==> src/rtl/mem_arb.sv <==
// mem_arb: two-requester (I-fetch / D-read) arbiter onto one memory port.
// Optional feature macro: ARB_ROUND_ROBIN_EN (round-robin tie break).
// Ports: clk, reset_n (async, active low);
//   i_req/i_addr/i_ack/i_rdata : instruction read channel
//   d_req/d_addr/d_ack/d_rdata : data read channel
//   m_req/m_addr/m_ack/m_rdata : shared memory read channel
module mem_arb #(
  parameter int XLEN = 32
) (
  input  logic            clk,
  input  logic            reset_n,
  input  logic            i_req,
  input  logic [XLEN-1:0] i_addr,
  output logic            i_ack,
  output logic [XLEN-1:0] i_rdata,
  input  logic            d_req,
  input  logic [XLEN-1:0] d_addr,
  output logic            d_ack,
  output logic [XLEN-1:0] d_rdata,
  output logic            m_req,
  output logic [XLEN-1:0] m_addr,
  input  logic            m_ack,
  input  logic [XLEN-1:0] m_rdata
);

  localparam logic [1:0] IDLE   = 2'd0;
  localparam logic [1:0] BUSY_I = 2'd1;
  localparam logic [1:0] BUSY_D = 2'd2;

  logic [1:0]      state_q, state_d;
  logic            m_req_q, m_req_d;
  logic [XLEN-1:0] m_addr_q, m_addr_d;
  logic            tie_to_d;
  logic            pick_d;
  logic            any_req;

`ifdef ARB_ROUND_ROBIN_EN
  // 0 = I, 1 = D; reset to I so the first tie goes to D
  logic last_grant_q, last_grant_d;

  always_comb begin
    last_grant_d = last_grant_q;
    if (state_q == IDLE && any_req) begin
      last_grant_d = pick_d;
    end
  end

  always_ff @(posedge clk or negedge reset_n) begin
    if (!reset_n) last_grant_q <= 1'b0;
    else          last_grant_q <= last_grant_d;
  end

  assign tie_to_d = ~last_grant_q;
`else
  assign tie_to_d = 1'b1;
`endif

  assign any_req = i_req | d_req;
  assign pick_d  = d_req & (~i_req | tie_to_d);

  always_comb begin
    state_d  = state_q;
    m_req_d  = m_req_q;
    m_addr_d = m_addr_q;
    case (state_q)
      IDLE: begin
        // m_ack here is stale or spurious and is ignored
        if (any_req) begin
          state_d  = pick_d ? BUSY_D : BUSY_I;
          m_req_d  = 1'b1;
          m_addr_d = pick_d ? d_addr : i_addr;
        end
      end
      BUSY_I, BUSY_D: begin
        // requester dropping its req does not abort
        if (m_ack) begin
          state_d = IDLE;
          m_req_d = 1'b0;
        end
      end
      default: begin
        state_d = IDLE;
        m_req_d = 1'b0;
      end
    endcase
  end

  always_ff @(posedge clk or negedge reset_n) begin
    if (!reset_n) begin
      state_q  <= IDLE;
      m_req_q  <= 1'b0;
      m_addr_q <= '0;
    end else begin
      state_q  <= state_d;
      m_req_q  <= m_req_d;
      m_addr_q <= m_addr_d;
    end
  end

  assign m_req  = m_req_q;
  assign m_addr = m_addr_q;

  assign i_ack   = (state_q == BUSY_I) & m_ack;
  assign d_ack   = (state_q == BUSY_D) & m_ack;
  assign i_rdata = (state_q == BUSY_I) ? m_rdata : '0;
  assign d_rdata = (state_q == BUSY_D) ? m_rdata : '0;

endmodule
==> config.mk <==
export PLATFORM = sky130hd
export DESIGN_NAME = mem_arb
export DESIGN_NICKNAME = d
export VERILOG_FILES = /design/src/rtl/mem_arb.sv
export SDC_FILE = /design/constraint.sdc
export NUM_CORES = 1
export LEC_CHECK = 0
export ABC_AREA = 1
export ABC_CLOCK_PERIOD_IN_PS = 1400
export BUFFER_PORTS_ARGS = -buffer_cell sky130_fd_sc_hd__buf_2
export CORE_MARGIN = 2
export CORE_UTILIZATION = 30
export DETAILED_ROUTE_END_ITERATION = 10
export PLACE_DENSITY_LB_ADDON = 0.1
export SLEW_MARGIN = 20
export SYNTH_ARGS = -nofsm -noshare
export SYNTH_HDL_FRONTEND = slang
export SYNTH_SLANG_ARGS = --single-unit
==> constraint.sdc <==
create_clock -name clk -period 1.4 [get_ports clk]
set_input_delay 0.14 -clock clk [delete_from_list [all_inputs] [get_ports clk]]
set_output_delay 0.14 -clock clk [all_outputs]
set_load 0.02 [all_outputs]
# Yosys cells after proc, flatten, opt, wreduce, memory -nomap -nowiden
# Cells that the tools add are included.
# Widths: inputs -> output; s select.
[word_totals]
inputBits = 101
regBits = 35
elab_cells = 24
[op_classes]
eq_ne = 4
n_mux = 10
n_bitwise = 3
n_reduce_logical = 4
[op_table]
columns = ["operator", "count"]
rows = [
  ["$mux 32", 3],
  ["$mux 2", 3],
  ["$ne 2x2->1 const B", 2],
  ["$pmux 2 s2", 1],
  ["$reduce_and 2->1", 2],
  ["$and 1x1->1", 2],
  ["$eq 2x1->1 const B", 1],
  ["$eq 2x2->1 const B", 1],
  ["$logic_not 2->1", 1],
  ["$mux 1", 2],
  ["$pmux 1 s2", 1],
  ["$reduce_or 2->1", 1],
  ["$or 1x1->1", 1],
]

# Logic depth before layout (Yosys ltp)
[logic_depth]
word_depth = 4
mapped_depth = 7
depth_no_buf = 6

# Worst setup path before layout
# No wires, ideal clock.
[synth_path]
path_type = "reg-to-output"
start = "register state_q[0]"
end = "output port d_rdata[12]"
t_arrival_ns = 1.248
stages_incl_launch_ff = 7
path_slack_ns = 0.012
path_buffers = 2
path_cell_list = "dfrtp_1 > inv_1 > ha_1 > clkbuf_1 > clkbuf_1 > nand2_1 > inv_1"
[synth_via]
elab_chain_cells = 2
[synth_lines]
columns = ["item", "line_no", "source"]
rows = [
  ["start: declaration", "30", "logic [1:0] state_q, state_d;"],
  ["start signal: assignment", "94", "state_q <= state_d;"],
  ["$eq 2x2->1", "106", "assign d_rdata = (state_q == BUSY_D) ? m_rdata : '0;"],
  ["$mux 32", "106", ""],
  ["end: declaration", "19", "output logic [XLEN-1:0] d_rdata,"],
]
# Every way passes these cells.

# Worst setup path after layout
[layout_path]
start = "register state_q[1]"
end = "output port d_rdata[21]"
# The elaborated chain is that of the path after synthesis.

==> impl_metrics.csv <==
group,metric,value,unit
min_path,hp-start,"i_addr[11]",
setup_path,worstSetupPathType,"reg2out",
yosys,synth-async-reset-ratio,1.000,
setup_path,r2r-start,"state_q[0]",
layout,num-nets-final,712,
place,port_buffers,199,
timing,tns,-9.135,ns
routing,dr.pass1.iters,4,
pwr,power_density,1815,nW/um2
yosys,seq_area_frac_synth,0.3725,
die,core-area,7647,um2
yosys,synth.distinct_cells,13,
die,io_pins,200,
routing,num_vias,3025,
min_path,worstHoldPathType,"in2reg",
timing,hold_violations,0,
cts,cts.sinks,35,
cts,clock-root-buffer,"clkbuf_8",
setup_path,worstPathArrival,1.44,ns
routing,drcViolationCount,0,
die,die_x,92.53,um
die,die_area,8561,um2
setup_path,path_max_fanout,10,
yosys,synth_cells,402,
yosys,yosys-top-cells-count,"268 x nand2_1, 69 x inv_1, 35 x dfrtp_1",
layout,final_core_util,0.5704,
die,die_h,92.53,um
yosys,synth.top_cells.by_area,"nand2_1 43%, dfrtp_1 37%, inv_1 11%, buf_2 2.3%, buf_6 1.9%",
status,failed_checks,"negative setup slack",
cts,clk_latency,0.29,ns
pwr,netSwitchingFraction,0.4786,
pwr,p_sw,0.003789,W
routing,ant_nets,0,
timing,slew_violations,0,
yosys,avgSynthCellArea,5.848,um2
layout,layout-drive-gt1-share,0.5057,
pwr,power.internal,0.004127,W
timing,worstMarginPinSlew,0.5588,ns
timing,period_share,1.127,
yosys,ys_seq_elements,35,
layout,syn_to_final_growth,85.52,%
yosys,yosysWarnings,0,
setup_path,cp-startpoint,"state_q[1]",
yosys,synth_top_area_frac,0.4279,
setup_path,worstPathRequired,1.26,ns
layout,n_antenna_cell,0,
cts,cts_buffer_depth,2,
timing,setup_viol,66,
grt,track_usage,0.1796,
yosys,yosysMostFrequentCell,"nand2_1",
cts,cts_buffers,5,
timing,relSlewSlack,0.6269,
cts,path_clk_slew,0.08,ns
timing,fin_skew,0.009700,ns
pwr,finalPower,0.007916,W
routing,wl_per_cell,12.27,um
pwr,clkPwrFrac,0.090,
timing,fin_hold_ws,0.1352,ns
routing,vias_per_cell,4.255,
routing,routed_wl,8723,um
yosys,netlist_area,2351,um2
setup_path,cp-start-kind,"flip-flop",
die,initial_utilization,0.3074,
cts,cts.htree.levels,2,
cts,cts_tree,"built",
yosys,synth_flop_cell,"dfrtp_1",
place,dp_slack,0.08550,ns
timing,period_minus_slack,1.578,ns
setup_path,end_kind,"primary output",
place,dp_hpwl,5811,um
yosys,yosysTopAreaCell,"nand2_1",
place,place.gp.congestion,0.7515,
timing,rsz0062_at_grt,"yes",
status,outcome,"complete, but fails checks",
die,fp-row-count,32,
timing,fmax,0.6338,GHz
grt,antenna_found_initial,0,
pwr,leakage,3.068,nW
timing,finalWorstSetupSlack,-0.1779,ns
routing,drt_iter0_drc,83,
yosys,syn_nets,506,
flow_run,maxCapViolCount,0,
grt,grt_max_degree,36,
yosys,synth-edff-count,0,
pwr,pwr-share-seq,0.221,
pwr,irDropWorstVdd,0.0006142,V
grt,grt_pass1_wl,12320,um
grt,grt_overflow,0,
grt,grt_pass1_vias,2604,
pwr,comb_power_share,0.690,
-- kinds of logic after synthesis --
family          Yosys count  synth area share
flops                    35            0.3725
buf+inv                  92            0.1703
simple gates            271            0.4343
compound gates            1          0.006920
fa+ha+maj                 3           0.01597
-- area by class of cell --
cell class / instances / area (um2)
fillers: 717 / 3286
repair buffers: 220 / 1645
multi-input cells: 275 / 1360
flip-flops and latches: 35 / 877.1
inverters: 71 / 266.5
well taps: 102 / 127.6
clock buffers: 6 / 72.57
clock inverters: 2 / 12.51
-- final timing paths --
path,endpoint,slack [ns],cells after the start
worst max register to register,m_addr[17],0.01,8
worst max-delay path,d_rdata[21],-0.18,6
max in group asynchronous,state_q[0],0.62,3
min in group asynchronous,m_addr[13],0.42,3
worst min-delay path,m_addr[11],0.14,5
worst min register to register,m_addr[29],0.48,2
-- worst max-delay path, cell delays in order (launching register included) --
cell and delay (ns):
dfrtp_1 0.38, buf_4 0.15, ha_4 0.18, clkbuf_16 0.17
nand2_1 0.07, inv_1 0.05, buf_4 0.15
-- what timing repair did --
item	4_1_cts	5_1_grt
setup endpoints to repair	66	101
hold buffers	1	0
pin swaps	2	5
endpoints found under the hold margin	35	0
cloned	3	2
setup buffers	5	0
resized for setup	125	99
-- per-stage QoR --
stage | cell area, um2 | std cells
2_1_floorplan | 2351 | 402
3_3_place_gp | 3466 | 692
3_5_place_dp | 3466 | 692
4_1_cts | 4045 | 709
5_1_grt | 4362 | 711
6_report | 4362 | 711
-- state kept, by name (all words and copies together) (netlist names) --
register / flops
m_req: 1
m_addr: 32
state_q: 2
-- layout by cell type (no fill, tap or decap), types with 2 or more instances in the layout --
cell / instances
buf_12: 6
buf_16: 3
buf_2: 133
buf_4: 35
buf_6: 39
clkbuf_16: 2
clkbuf_8: 5
dfrtp_1: 34
ha_4: 2
inv_1: 31
inv_2: 40
nand2_1: 231
nand2_2: 4
nand2_4: 33
-- power groups by stage --
stage | logic (W) | registers [W] | clock network, W
floorplan | 0.00205 | 0.00231 | 0
finish | 0.00546 | 0.00175 | 0.000709
global route | 0.00587 | 0.00182 | 0.000781
detailed placement | 0.00413 | 0.00175 | 0
global placement | 0.00408 | 0.00175 | 0
CTS | 0.00492 | 0.00175 | 0.000744
-- layer usage --
layer / global-route usage / up-vias / share of wire
met5: 0 / - / 0
met4: 0.05224 / 0 / 0.022
met3: 0.04394 / 14 / 0.065
met2: 0.3266 / 110 / 0.51
met1: 0.2079 / 1359 / 0.40
li1: - / 1542 / -
Note: power is estimated with default switching activity, not from simulation.
